==> src/rtl/flash_responder.sv <==
// flash_responder: SPI (mode 0) serial-flash read responder.
// Serves READ (0x03): 24-bit address, then a gapless byte stream from a
// byte-wide backing store with an auto-incrementing, wrapping address.
// Optional feature macro: FLASH_RESPONDER_FASTREAD_EN also accepts FAST READ
// (0x0B), which inserts 8 dummy clocks between the address and the data.
module flash_responder #(
  parameter int ADDR_BITS = 24
) (
  input  logic                 clk,
  input  logic                 rst,
  input  logic                 flashClk,
  input  logic                 flashCs,
  input  logic                 flashMosi,
  output logic                 flashMiso,
  output logic [ADDR_BITS-1:0] memAddr,
  output logic                 memRd,
  input  logic [7:0]           memData,
  output logic                 busy,
  output logic                 cmdErr
);

  localparam int CW = $clog2(ADDR_BITS);

  typedef enum logic [2:0] {IDLE, CMD, ADDR, DUMMY, DATA, IGNORE} state_t;
  state_t state;

  logic [1:0]           clkSync, csSync, mosiSync;
  logic                 clkPrev;
  logic [1:0]           fill;     // counts synchronizer refill after reset
  logic                 armed;    // CS has been seen high since reset
  logic [CW-1:0]        bitCnt;
  logic [6:0]           cmdSh;
  logic [ADDR_BITS-2:0] addrSh;
  logic [7:0]           txSh;
  logic                 sclkRise, sclkFall, csHigh, mosiBit, cmdFast;
  logic [7:0]           cmdByte;
`ifdef FLASH_RESPONDER_FASTREAD_EN
  logic                 fastRd;
`endif

  assign sclkRise = clkSync[1] & ~clkPrev;
  assign sclkFall = ~clkSync[1] & clkPrev;
  assign csHigh   = csSync[1];
  assign mosiBit  = mosiSync[1];
  assign cmdByte  = {cmdSh, mosiBit};
`ifdef FLASH_RESPONDER_FASTREAD_EN
  assign cmdFast  = (cmdByte == 8'h0B);
`else
  assign cmdFast  = 1'b0;
`endif

  // Synchronize the SPI pins and track whether CS was idle after reset, so a
  // transaction already underway when reset drops is not mistaken for a new one.
  always_ff @(posedge clk) begin
    if (rst) begin
      clkSync  <= 2'b00;
      csSync   <= 2'b11;
      mosiSync <= 2'b00;
      clkPrev  <= 1'b0;
      fill     <= 2'd0;
      armed    <= 1'b0;
    end else begin
      clkSync  <= {clkSync[0], flashClk};
      csSync   <= {csSync[0], flashCs};
      mosiSync <= {mosiSync[0], flashMosi};
      clkPrev  <= clkSync[1];
      if (fill != 2'd2) fill <= fill + 2'd1;
      if (fill == 2'd2 && csSync[1]) armed <= 1'b1;
    end
  end

  // Protocol FSM with registered outputs; CS high aborts from any state.
  always_ff @(posedge clk) begin
    if (rst) begin
      state     <= IDLE;
      bitCnt    <= '0;
      cmdSh     <= '0;
      addrSh    <= '0;
      txSh      <= '0;
      memAddr   <= '0;
      memRd     <= 1'b0;
      flashMiso <= 1'b0;
      busy      <= 1'b0;
      cmdErr    <= 1'b0;
`ifdef FLASH_RESPONDER_FASTREAD_EN
      fastRd    <= 1'b0;
`endif
    end else begin
      memRd  <= 1'b0;
      cmdErr <= 1'b0;
      // Store data is valid the clk after the strobe; the next fall drives bit 7.
      if (memRd) txSh <= memData;
      if (state != DATA) flashMiso <= 1'b0;
      if (state != IDLE && csHigh) begin
        state     <= IDLE;
        bitCnt    <= '0;
        flashMiso <= 1'b0;
        busy      <= 1'b0;
      end else begin
        case (state)
          IDLE: begin
            if (fill == 2'd2 && !csHigh) begin
              bitCnt <= '0;
              if (armed) begin
                state <= CMD;
                busy  <= 1'b1;
              end else begin
                state <= IGNORE;
              end
            end
          end
          CMD: begin
            if (sclkRise) begin
              cmdSh <= cmdByte[6:0];
              if (bitCnt == CW'(7)) begin
                bitCnt <= '0;
                if (cmdByte == 8'h03 || cmdFast) begin
                  state <= ADDR;
`ifdef FLASH_RESPONDER_FASTREAD_EN
                  fastRd <= cmdFast;
`endif
                end else begin
                  state  <= IGNORE;
                  busy   <= 1'b0;
                  cmdErr <= 1'b1;
                end
              end else begin
                bitCnt <= bitCnt + CW'(1);
              end
            end
          end
          ADDR: begin
            if (sclkRise) begin
              addrSh <= {addrSh[ADDR_BITS-3:0], mosiBit};
              if (bitCnt == CW'(ADDR_BITS-1)) begin
                bitCnt  <= '0;
                memAddr <= {addrSh, mosiBit};
                memRd   <= 1'b1;
`ifdef FLASH_RESPONDER_FASTREAD_EN
                state   <= fastRd ? DUMMY : DATA;
`else
                state   <= DATA;
`endif
              end else begin
                bitCnt <= bitCnt + CW'(1);
              end
            end
          end
          DUMMY: begin
            // First byte was already fetched; just let 8 clocks go by.
            if (sclkRise) begin
              if (bitCnt == CW'(7)) begin
                bitCnt <= '0;
                state  <= DATA;
              end else begin
                bitCnt <= bitCnt + CW'(1);
              end
            end
          end
          DATA: begin
            if (sclkFall) begin
              flashMiso <= txSh[7];
              txSh      <= {txSh[6:0], 1'b0};
            end
            // Prefetch the next byte as bit 0 is sampled, keeping the stream gapless.
            if (sclkRise) begin
              if (bitCnt == CW'(7)) begin
                bitCnt  <= '0;
                memAddr <= memAddr + ADDR_BITS'(1);
                memRd   <= 1'b1;
              end else begin
                bitCnt <= bitCnt + CW'(1);
              end
            end
          end
          IGNORE: ;
          default: begin
            state <= IDLE;
            busy  <= 1'b0;
          end
        endcase
      end
    end
  end

endmodule

==> config.mk <==
export PLATFORM = sky130hd
export DESIGN_NAME = flash_responder
export DESIGN_NICKNAME = d
export VERILOG_FILES = /design/src/rtl/flash_responder.sv
export SDC_FILE = /design/constraint.sdc
export NUM_CORES = 1
export LEC_CHECK = 0
export ABC_AREA = 1
export CAP_MARGIN = 0
export CORE_AREA = 2 2 91 93
export DETAILED_ROUTE_END_ITERATION = 6
export DIE_AREA = 0 0 93 95
export GPL_ROUTABILITY_DRIVEN = 0
export PLACE_DENSITY = 0.76
export SLEW_MARGIN = 20
export SYNTH_ARGS = -nofsm -noshare
export SYNTH_HDL_FRONTEND = slang
export SYNTH_SLANG_ARGS = --single-unit
export TNS_END_PERCENT = 50
==> constraint.sdc <==
create_clock -name clk -period 4.9 [get_ports clk]
set_input_delay 0.98 -clock clk [delete_from_list [all_inputs] [get_ports clk]]
set_output_delay 0.98 -clock clk [all_outputs]
set_load 0.03 [all_outputs]
==> results.md <==
* Initial core utilization at 0.533
* Crit path max-delay family: buffers and inverters
* Crit path buf inv count at 1
* Max cap viols at 0
* Seq. cell area at 0.00168 mm^2
* Total setup buffers inserted after CTS at 0
* Vias per cell at 5.26
* LEAKAGE at 1.69 nW
* Multi-input logic area at 0.00215 mm^2
* Critical Path AT at 1.73 ns
* Pwr Density at 320 mW/mm^2
* Hold Vio Cnt, Final at 0
* Clock Pin Slew Worst Setup and Hold Paths at 0.08 ns
* Reg2Reg Launch Point: state[1]
* CP startpoint: memRd
* Share of post-route cells with drive strength above 1 at 0.0425
* Worst skew pair latency at 0.35 ns
* Worst Hold Launch: clkSync[0]
* Final setup vio count at 0
* Critical Path End Type: primary output
* Post-synthesis cell type count at 34
* Gate Count Post-Synth at 652
* Total number of vias at 4,148
* Class of the worst hold path: register to register
* Total inserted antenna cells at 0
* DP HPWL at 6.88 mm
* Die Area at 0.00884 mm^2
* First-pass GRT wire length at 16.4 mm
* Rel. slew slack at 0.341
* Crit path largest cell delay at 0.76 ns
* Clock Skew at 0.00727 ns
* Initial antenna violation count at 0
* FILL cells at 790
* Core Util, Final at 0.614
* DR WL/cell at 12.6 um
* DRT Wirelength at 9.89 mm
* Post-Place Cells at 772
* Seq/Total Area, Yosys at 0.398
* H-tree Lvls at 3
* Post-layout instance count excluding filler cells at 788
* Largest net degree at the start of global routing at 41
* Iter 0 DRT Violations at 304
* CTS tree: done
* Root buffer cell: clkbuf_8
* Critical Path Fanout Max at 16
* DR DRC count at 0
* Setup TNS at 0 ns
* Outcome: finished clean
* Fin. max-slew vios at 0
* Synthesized area per cell at 6.48 um^2
* Core area at 0.00793 mm^2
* Fin crit period at 2.71 ns
* Syn nets at 668
* Type of origin of the critical path: register
* Area delta synth->final at 15.2%
* #FFs+latches synth at 84
* I/O pin count at 41
* IO Port Bufs at 40
* Pin slew with the least headroom to its limit at 0.988 ns
* Hold bufs inserted after CTS at 0
* Clock sink count at 84
* GR Util All Layers at 0.231
* Nets at 694
* Post_cts resized at 0
* Worst Path Required at 3.92 ns
* RSZ-0062 raised after global routing: false
* Die height at 95 um
* VDD IR-drop max at 216 uV
* Yosys warning total at 0
* Worst-path cell chain: clkdlybuf4s50_1
* Total CTS buffers at 9
* Slowest cell on the critical path: clkdlybuf4s50_1
* First-pass DRT Iterations at 5
* Die W at 93 um
* Grt total ovfl at 0
* Routed Antenna Nets at 0
* Fmax at 369 MHz
* Critical path class: register to primary output
* Mapped Area at 0.00423 mm^2
* Vias in the first global route at 3,588
* Row cnt at 33
* Clk buf depth at 2
* Tcrit/Tclk final at 0.553
-- where the power goes --
part | switching, mW | internal [mW] | leakage, nW
sequential | 0.0182 | 0.701 | 0.679
combinational | 0.196 | 0.0873 | 0.907
clock | 0.254 | 0.300 | 0.105
-- metal layers --
metal	vias up	track usage	wire [um]
li1	2143	-	-
met1	1890	0.309	4680
met2	100	0.385	4670
met3	15	0.0319	388
met4	0	0.0748	157
met5	-	0	0
-- worst reg2reg max path: cells and delay by family (launching register included) --
kind                   cells  cell delay, ns
DFF                        1            0.45
buffers and inverters      1            0.10
and+or+nand+nor            2            1.42
AOI/OAI and AO/OA          2            0.54
-- cells in the mapped netlist --
cell type	n	area share
nand2_2	1	0.0015
a21oi_1	66	0.078
buf_6	1	0.0027
o21bai_1	3	0.0053
nor2_4	2	0.0053
dfxtp_1	84	0.40
nand4_1	6	0.0089
inv_1	71	0.063
a31oi_1	1	0.0015
buf_4	2	0.0036
ha_1	3	0.0089
inv_2	2	0.0018
mux2i_1	1	0.0024
nand2_1	159	0.14
buf_2	9	0.011
nor4_1	2	0.0030
o21ai_1	4	0.0047
nor3_4	1	0.0038
nor2_1	94	0.083
o22a_1	1	0.0021
o21ai_0	51	0.060
nand3_1	57	0.067
nor2_2	1	0.0015
o22ai_1	1	0.0015
nor3_1	4	0.0047
nand3b_1	2	0.0036
mux2_2	1	0.0027
clkbuf_1	13	0.012
nand2_4	1	0.0027
nor3_2	1	0.0024
xnor2_1	3	0.0062
xor2_1	1	0.0021
or2_2	2	0.0030
buf_1	1	0.00089
-- registers in the layout (all words and copies together) (netlist names) --
register and count:
clkSync 2, memRd 1, armed 1, txSh 8, addrSh 23, state 3, fill 2, cmdSh 7
cmdErr 1, clkPrev 1, csSync 2, bitCnt 5, memAddr 24, mosiSync 2, busy 1, flashMiso 1
-- cell families (layout without fill, tap and decap cells) --
| family | count (synthesis) | in the layout | synth area share |
|---|---|---|---|
| AND/OR/NAND/NOR | 333 | 333 | 0.332 |
| XOR/XNOR | 4 | 4 | 0.00829 |
| AO/OA/AOI/OAI | 127 | 127 | 0.154 |
| adder cells (fa/ha/maj) | 3 | 3 | 0.00888 |
| buffers and inverters | 99 | 130 | 0.0941 |
| multiplexers | 2 | 2 | 0.00503 |
| flip-flops | 84 | 84 | 0.398 |
-- final cells by class --
| class | count | area share |
|---|---|---|
| Clock buffer | 10 | 0.0283 |
| Clock inverter | 6 | 0.0180 |
| Inverter | 73 | 0.0563 |
| Multi-Input combinational cell | 469 | 0.441 |
| Sequential cell | 84 | 0.345 |
| Tap cell | 105 | 0.0270 |
| Timing Repair Buffer | 41 | 0.0838 |
-- layout by cell type (no fill, tap or decap), types with 2 or more instances in the layout --
cell / netlist / routed
nand2_1: 159 / 159
nor2_1: 94 / 94
dfxtp_1: 84 / 84
inv_1: 71 / 71
a21oi_1: 66 / 66
nand3_1: 57 / 57
o21ai_0: 51 / 51
clkdlybuf4s50_1: 0 / 40
clkbuf_8: 0 / 10
nand4_1: 6 / 6
nor3_1: 4 / 4
o21ai_1: 4 / 4
xnor2_1: 3 / 3
o21bai_1: 3 / 3
ha_1: 3 / 3
clkinvlp_4: 0 / 3
nor2_4: 2 / 2
inv_2: 2 / 2
nor4_1: 2 / 2
nand3b_1: 2 / 2
or2_2: 2 / 2
bufinv_16: 0 / 2
-- metrics by stage --
step | power (mW) | hold slack [ns] | cell area (um^2) | setup WS, ns
after global placement | 1.01 | 0.390 | 4640 | 2.08
final | 1.56 | 0.417 | 4870 | 2.19
after detailed placement | 1.02 | 0.403 | 4640 | 2.06
after floorplan | 0.952 | 0.388 | 4230 | 3.15
after CTS | 1.56 | 0.415 | 4870 | 2.16
after global routing | 1.64 | 0.439 | 4870 | 1.99
-- path summary, 6_finish.rpt --
path / to / slack, ns / depth (start not counted)
worst max register to register: addrSh[8] / 2.26 / 5
worst min-delay path: clkSync[1] / 0.42 / 2
worst min register to register: clkSync[1] / 0.42 / 2
worst max-delay path: memRd / 2.19 / 1
Power figures use the tool's default switching activity.
